$ cat config.mk
export PLATFORM = sky130hd
export DESIGN_NAME = apb4_master
export DESIGN_NICKNAME = d
export VERILOG_FILES = /design/src/rtl/apb4_master_pkg.sv /design/src/rtl/apb4_master_tmo.sv /design/src/rtl/apb4_master.sv
export SDC_FILE = /design/constraint.sdc
export NUM_CORES = 1
export LEC_CHECK = 0
export CAP_MARGIN = 10
export CORE_UTILIZATION = 38
export CTS_CLUSTER_SIZE = 12
export DETAILED_ROUTE_END_ITERATION = 8
export GPL_ROUTABILITY_DRIVEN = 1
export PLACE_DENSITY = 0.76
export SLEW_MARGIN = 20
export SYNTH_ARGS = -nofsm -noshare
export SYNTH_HDL_FRONTEND = slang
export SYNTH_SLANG_ARGS = --single-unit
export TNS_END_PERCENT = 10
$ cat constraint.sdc
create_clock -name clk_i -period 4.3 [get_ports clk_i]
set_input_delay 1.29 -clock clk_i [delete_from_list [all_inputs] [get_ports clk_i]]
set_output_delay 1.29 -clock clk_i [all_outputs]
set_load 0.01 [all_outputs]
$ cat src/rtl/apb4_master_pkg.sv
// Shared types and default widths for the APB4 initiator.
// The request/response structs are sized for the default (widest) configuration.
package apb4_master_pkg;

  localparam int unsigned ADDR_W      = 32;
  localparam int unsigned DATA_W      = 32;
  localparam int unsigned STRB_W      = DATA_W / 8;
  localparam int unsigned TIMEOUT_DEF = 255;

  typedef enum logic [1:0] {
    IDLE   = 2'd0,
    SETUP  = 2'd1,
    ACCESS = 2'd2,
    RESP   = 2'd3
  } state_t;

  typedef struct packed {
    logic [ADDR_W-1:0] addr;
    logic              write;
    logic [DATA_W-1:0] wdata;
    logic [STRB_W-1:0] strb;
    logic [2:0]        prot;
  } req_t;

  typedef struct packed {
    logic [DATA_W-1:0] rdata;
    logic              err;
    logic              timeout;
  } rsp_t;

endpackage

$ cat src/rtl/apb4_master_tmo.sv
// Saturating ACCESS wait counter; expired flags the wait cycle that reaches TIMEOUT.
// TIMEOUT=0 removes the counter entirely and the transfer may wait forever.
module apb4_master_tmo #(
  parameter int unsigned TIMEOUT = 255
) (
  input  logic clk_i,
  input  logic rst_i,
  input  logic clear,
  input  logic enable,
  output logic expired
);

  if (TIMEOUT == 0) begin : g_off
    logic unused;
    assign unused  = ^{clk_i, rst_i, clear, enable};
    assign expired = 1'b0;
  end else begin : g_on
    localparam int unsigned CW = $clog2(TIMEOUT + 1);
    logic [CW-1:0] count;

    always_ff @(posedge clk_i or posedge rst_i) begin
      if (rst_i) begin
        count <= '0;
      end else if (clear) begin
        count <= '0;
      end else if (enable && (count != CW'(TIMEOUT))) begin
        count <= count + 1'b1;
      end
    end

    // Combinational so the FSM can leave ACCESS on the very cycle the count would hit TIMEOUT.
    assign expired = enable && (count == CW'(TIMEOUT - 1));
  end

endmodule

$ cat src/rtl/apb4_master.sv
// APB4 initiator: turns a valid/ready request into one APB4 transfer and returns
// a valid/ready response. One transfer in flight, no pipelining.
//
//   state  | meaning
//   IDLE   | waiting for a request, req_ready_o high
//   SETUP  | psel high, penable low, one cycle
//   ACCESS | psel and penable high until pready or timeout
//   RESP   | response presented until rsp_ready_i
module apb4_master
  import apb4_master_pkg::*;
#(
  parameter int unsigned ADDR_WIDTH = ADDR_W,
  parameter int unsigned DATA_WIDTH = DATA_W,
  parameter int unsigned TIMEOUT    = TIMEOUT_DEF
) (
  input  logic                    clk_i,
  input  logic                    rst_i,
  input  logic                    req_valid_i,
  output logic                    req_ready_o,
  input  logic [ADDR_WIDTH-1:0]   req_addr_i,
  input  logic                    req_write_i,
  input  logic [DATA_WIDTH-1:0]   req_wdata_i,
  input  logic [DATA_WIDTH/8-1:0] req_strb_i,
  input  logic [2:0]              req_prot_i,
  output logic                    rsp_valid_o,
  input  logic                    rsp_ready_i,
  output logic [DATA_WIDTH-1:0]   rsp_rdata_o,
  output logic                    rsp_err_o,
  output logic                    rsp_timeout_o,
  output logic [ADDR_WIDTH-1:0]   paddr_o,
  output logic [2:0]              pprot_o,
  output logic                    psel_o,
  output logic                    penable_o,
  output logic                    pwrite_o,
  output logic [DATA_WIDTH-1:0]   pwdata_o,
  output logic [DATA_WIDTH/8-1:0] pstrb_o,
  input  logic                    pready_i,
  input  logic [DATA_WIDTH-1:0]   prdata_i,
  input  logic                    pslverr_i
);

  state_t state_q, state_d;
  req_t   req_q;
  rsp_t   rsp_q;
  logic   ready_q;
  logic   accept, complete, abort, expired;

  apb4_master_tmo #(.TIMEOUT(TIMEOUT)) u_tmo (
    .clk_i   (clk_i),
    .rst_i   (rst_i),
    .clear   (state_q == SETUP),
    .enable  ((state_q == ACCESS) && !pready_i),
    .expired (expired)
  );

  always_comb begin
    state_d  = state_q;
    accept   = 1'b0;
    complete = 1'b0;
    abort    = 1'b0;
    case (state_q)
      IDLE: if (req_valid_i && ready_q) begin
        accept  = 1'b1;
        state_d = SETUP;
      end
      SETUP: state_d = ACCESS;
      ACCESS: begin
        if (pready_i) begin
          complete = 1'b1;
          state_d  = RESP;
        end else if (expired) begin
          abort   = 1'b1;
          state_d = RESP;
        end
      end
      RESP: if (rsp_ready_i) state_d = IDLE;
      default: state_d = IDLE;
    endcase
  end

  // ready is a flop so it stays low through reset and rises one cycle after release.
  always_ff @(posedge clk_i or posedge rst_i) begin
    if (rst_i) begin
      state_q <= IDLE;
      ready_q <= 1'b0;
      req_q   <= '0;
      rsp_q   <= '0;
    end else begin
      state_q <= state_d;
      ready_q <= (state_d == IDLE);
      if (accept) begin
        req_q.addr  <= ADDR_W'(req_addr_i);
        req_q.write <= req_write_i;
        req_q.wdata <= req_write_i ? DATA_W'(req_wdata_i) : '0;
        req_q.strb  <= req_write_i ? STRB_W'(req_strb_i) : '0;
        req_q.prot  <= req_prot_i;
      end
      if (complete) begin
        rsp_q.rdata   <= req_q.write ? '0 : DATA_W'(prdata_i);
        rsp_q.err     <= pslverr_i;
        rsp_q.timeout <= 1'b0;
      end else if (abort) begin
        rsp_q.rdata   <= '0;
        rsp_q.err     <= 1'b1;
        rsp_q.timeout <= 1'b1;
      end
    end
  end

  assign req_ready_o   = ready_q;
  assign psel_o        = (state_q == SETUP) || (state_q == ACCESS);
  assign penable_o     = (state_q == ACCESS);
  assign rsp_valid_o   = (state_q == RESP);
  assign paddr_o       = req_q.addr[ADDR_WIDTH-1:0];
  assign pwrite_o      = req_q.write;
  assign pwdata_o      = req_q.wdata[DATA_WIDTH-1:0];
  assign pstrb_o       = req_q.strb[DATA_WIDTH/8-1:0];
  assign pprot_o       = req_q.prot;
  assign rsp_rdata_o   = rsp_q.rdata[DATA_WIDTH-1:0];
  assign rsp_err_o     = rsp_q.err;
  assign rsp_timeout_o = rsp_q.timeout;

endmodule

# Word level (Yosys, flattened, before mapping)
# Index checks and enable logic that the tools add are counted.
[totals]
in_bits = 110
ff_bits = 117
wordCells = 46
[op_classes]
addsub = 1
reduce_logical = 10
n_eq_ne = 5
muxes = 19
[ops]
columns = ["op", "n"]
rows = [
  ["$mux W34", 2],
  ["$mux W32", 2],
  ["$mux W8", 2],
  ["$add A8 B1 Y8 const B", 1],
  ["$eq A8 B8 Y1 const B", 1],
  ["$mux W2", 4],
  ["$ne A8 B8 Y1 const B", 1],
  ["$pmux W2 S4", 1],
  ["$mux W1", 7],
  ["$eq A2 B2 Y1 const B", 2],
  ["$logic_and A1 B1 Y1", 4],
  ["$logic_not A2 Y1", 2],
  ["$mux W4", 1],
  ["$reduce_bool A2 Y1", 2],
  ["$eq A2 B1 Y1 const B", 1],
  ["$logic_not A1 Y1", 1],
  ["$logic_or A1 B1 Y1", 1],
]

# Logic depth before layout (Yosys ltp)
[depth]
depth_word = 8
depth_mapped = 8
depth_no_buf = 5

# Cells and area by module
# Synthesis repeated with hierarchy kept, for this count alone.
[unflattened]
cells_unflattened = 385
area_unflattened_um2 = 4614.4
[by_module_without_submodules]
columns = ["mod", "area_per_inst_um2", "cells_each", "n_inst"]
rows = [
  ["apb4_master", 4171.5, 335, 1],
  ["apb4_master_tmo", 442.9, 50, 1],
]

# Worst setup path before layout
# OpenSTA, ideal clock, no wires.
[synth_path]
kind = "input port to flip-flop"
startpoint = "input port pready_i"
endpoint = "register u_tmo.g_on.count[7]"
t_arrival_ns = 2.092
path_stages = 4
setup_slack_ns = 2.083
cell_sequence = "buf_4 > nand4b_4 > nor3_1 > mux2_2"
[synth_between]
elab_chain_len = 4
[synth_rtl]
columns = ["item", "line", "text"]
rows = [
  ["from (decl)", "apb4_master.sv:37", "input logic pready_i,"],
  ["$logic_not A1 Y1", "apb4_master.sv:52", ".enable ((state_q == ACCESS) && !pready_i),"],
  ["$logic_and A1 B1 Y1", "apb4_master.sv:52", ""],
  ["$logic_and A1 B1 Y1", "apb4_master_tmo.sv:26", "end else if (enable && (count != CW'(TIMEOUT))) begin"],
  ["$reduce_bool A2 Y1 (no line)", "--", ""],
  ["to (signal assigned)", "apb4_master_tmo.sv:27", "count <= count + 1'b1;"],
  ["to (decl)", "apb4_master_tmo.sv:19", "logic [CW-1:0] count;"],
]
# Every way passes these cells.
# A chain may end at the register's enable or synchronous reset.

# Worst setup path after layout
[layout_path]
startpoint = "register state_q[0]"
endpoint = "output port penable_o"
[layout_between]
elab_chain_len = 1
[layout_rtl]
columns = ["item", "line", "text"]
rows = [
  ["from (decl)", "apb4_master.sv:42", "state_t state_q, state_d;"],
  ["from (signal assigned)", "apb4_master.sv:89", "state_q <= state_d;"],
  ["$eq A2 B2 Y1", "apb4_master.sv:112", "assign penable_o = (state_q == ACCESS);"],
  ["to (decl)", "apb4_master.sv:33", "output logic penable_o,"],
]
# Every way passes these cells.

==> results.json <==
{
  "ctsHoldBuffers": 0,
  "final_util_pct": 61.3,
  "hp-class": "register to register",
  "syn_nets": 582,
  "worstPathRequired_ps": 3010,
  "cts_tree": "built",
  "path_cells": "inv_1, ha_1, clkdlybuf4s50_1",
  "path_buf_inv": 2,
  "fmax_ghz": 0.299,
  "fillers": 1076,
  "vias": 4278,
  "critPathMaxFanout": 10,
  "layout_common_cells": "clkdlybuf4s50_1 (219), dfrtp_1 (117), nand2_1 (74), o21ai_0 (58), mux2_2 (39)",
  "critPathLaunchType": "register",
  "status": "complete, no violations",
  "core_area_sq_mm": 0.0132,
  "powerDensity_mw_per_mm2": 712,
  "drive_gt1_share_pct": 11.8,
  "synth_cells": 464,
  "drc": 0,
  "relSlewSlack_pct": 30.5,
  "cpLargestDelayFamily": "buffers and inverters",
  "start_util_pct": 38.8,
  "crit_arrival_ps": 2050,
  "final_area_sq_mm": 0.00809,
  "rows": 42,
  "grt_pass1_vias": 4526,
  "avgSynthCellArea_sq_um": 11.0,
  "synthArstFlopShare_pct": 100,
  "drv_slew": 0,
  "diodes": 0,
  "die_w_microns": 118,
  "place_area_sq_mm": 0.00743,
  "cts_root_buf": "clkbuf_16",
  "multi_input_area_sq_mm": 0.00200,
  "gp_congestion": 0.784,
  "ys.flop_type": "dfrtp_1",
  "cts_buffer_depth": 2,
  "tns_ps": 0,
  "critPathKind": "register to output port",
  "grt_max_degree": 109,
  "worst_slew_pin_slew_ps": 1040,
  "final_common_cell": "clkdlybuf4s50_1",
  "syn_area_sq_mm": 0.00512,
  "leakagePower_uw": 0.00339,
  "final.min_clock_period_ps": 3340,
  "register_area_sq_mm": 0.00293,
  "area_growth_pct": 58.0,
  "drt-wirelength-per-cell_microns": 15.4,
  "dp_hpwl_microns": 9220,
  "cap_violations": 0,
  "htreeDepth": 4,
  "drt-pass1-iter-count": 5,
  "finalSetupViolCount": 0,
  "viasPerCell": 4.95,
  "post_cts_resized": 0,
  "ir_worst_vdd_mv": 0.322,
  "clock-skew-final_ps": 6.83,
  "cts_made_buffers": 17,
  "antenna_found_initial": 0,
  "ant_nets": 0,
  "crit_path_max_incr_delay_ps": 630,
  "yosys.cell_types.count": 47,
  "cts_sinks": 117,
  "drt_iter0_markers": 164,
  "finalCritPeriodShare_pct": 77.7,
  "synth_edf_count": 0,
  "end_kind": "output port",
  "wl_microns": 13300,
  "slowest_stage": "clkdlybuf4s50_1",
  "grtUsageTotal_pct": 20.1,
  "grt_pass1_wl_microns": 22200,
  "die_y_microns": 118,
  "hold_viol_final": 0,
  "grt_overflow": 0,
  "io_pins": 220,
  "nets": 794,
  "insertion_delay_ps": 410,
  "clk_pin_slew_ps": 50,
  "ys_ff_latch": 117,
  "portBuffers": 219,
  "rsz0062_at_grt": "no",
  "postCtsSetupBuffers": 0,
  "ys_warn_count": 0,
  "die_area_sq_mm": 0.0139,
  "ys_seq_area_share_pct": 57.2
}
[final cells by class]
type	instances	share of cell area [%]
Timing Repair Buffer	224	27.8
Clock inverter	8	2.12
Tap cell	176	2.72
Clock buffer	23	5.91
Multi-Input combinational cell	307	24.8
Sequential cell	117	36.2
Inverter	9	0.464
[worst register-to-register path, cell delays in order, from the launching register on]
cell and delay [ps]:
dfrtp_1 410, inv_1 160, ha_1 450, inv_1 570, or3_1 570, a21boi_1 150
[state kept, by name (all words and copies together), names as in the netlist]
| name | flops |
|---|---|
| paddr_o | 32 |
| pprot_o | 3 |
| pstrb_o | 4 |
| pwdata_o | 32 |
| pwrite_o | 1 |
| req_ready_o | 1 |
| rsp_err_o | 1 |
| rsp_rdata_o | 32 |
| rsp_timeout_o | 1 |
| state_q | 2 |
| u_tmo.g_on.count | 8 |
[metrics by stage]
| step | setup WS (ps) | power, uW | std cells | hold WS (ps) |
|---|---|---|---|---|
| 6_report | 957 | 5760 | 864 | 481 |
| 5_1_grt | 860 | 6100 | 864 | 510 |
| 4_1_cts | 928 | 5830 | 864 | 481 |
| 3_5_place_dp | 1050 | 4250 | 833 | 469 |
| 3_3_place_gp | 1100 | 4160 | 832 | 463 |
| 2_1_floorplan | 1580 | 2960 | 464 | 514 |
[path summary, 6_finish.rpt]
kind                                        to  slack [ps]        start  cells past startpoint
setup / recovery                     penable_o         960   state_q[0]                      3
hold / removal                     pwdata_o[7]         480  pwdata_o[7]                      2
setup reg to reg                    state_q[0]        1920   state_q[0]                      5
hold reg to reg                    pwdata_o[7]         480  pwdata_o[7]                      2
max in group asynchronous           pstrb_o[0]        2010        rst_i                      3
min in group asynchronous  u_tmo.g_on.count[1]        1400        rst_i                      2
[cells by family (layout without fill, tap and decap cells)]
logic type,after synthesis,in the layout,synth area share (%)
flops,117,117,57.2
compound gates,119,119,14.2
fa+ha+maj,8,8,1.96
simple gates,141,141,14.1
mux,39,39,8.58
buf+inv,40,264,3.93
[per-layer routing]
metal	GRT usage [%]	vias to the layer above	share of wire [%]	wire, microns
met5	0	-	0	0
met4	9.13	0	2.2	293
met3	7.17	24	7.7	1020
met2	34.5	157	50	6650
met1	22.3	2062	40	5330
li1	-	2035	-	-
[where the power goes]
group / internal [uW] / switching [uW] / leakage [uW]
Sequential: 1600 / 332 / 0.00138
Combinational: 1360 / 942 / 0.00169
Clock: 1070 / 467 / 0.000313
Total: 4020 / 1740 / 0.00339
[Yosys cell counts, drive strengths merged, types with 3 or more instances]
master  number  area share (%)
clkbuf      11            0.88
a22oi       32             4.7
dfrtp      117              57
inv          9            0.66
ha           8             2.0
o21ai       69             6.7
nand3        4            0.59
buf         20             2.4
mux2        39             8.6
nor3         4            0.39
nand2       74             5.4
nand2b      35             4.3
nor2         6            0.49
a311oi       3            0.51
Note: power is estimated with default switching activity, not from simulation.
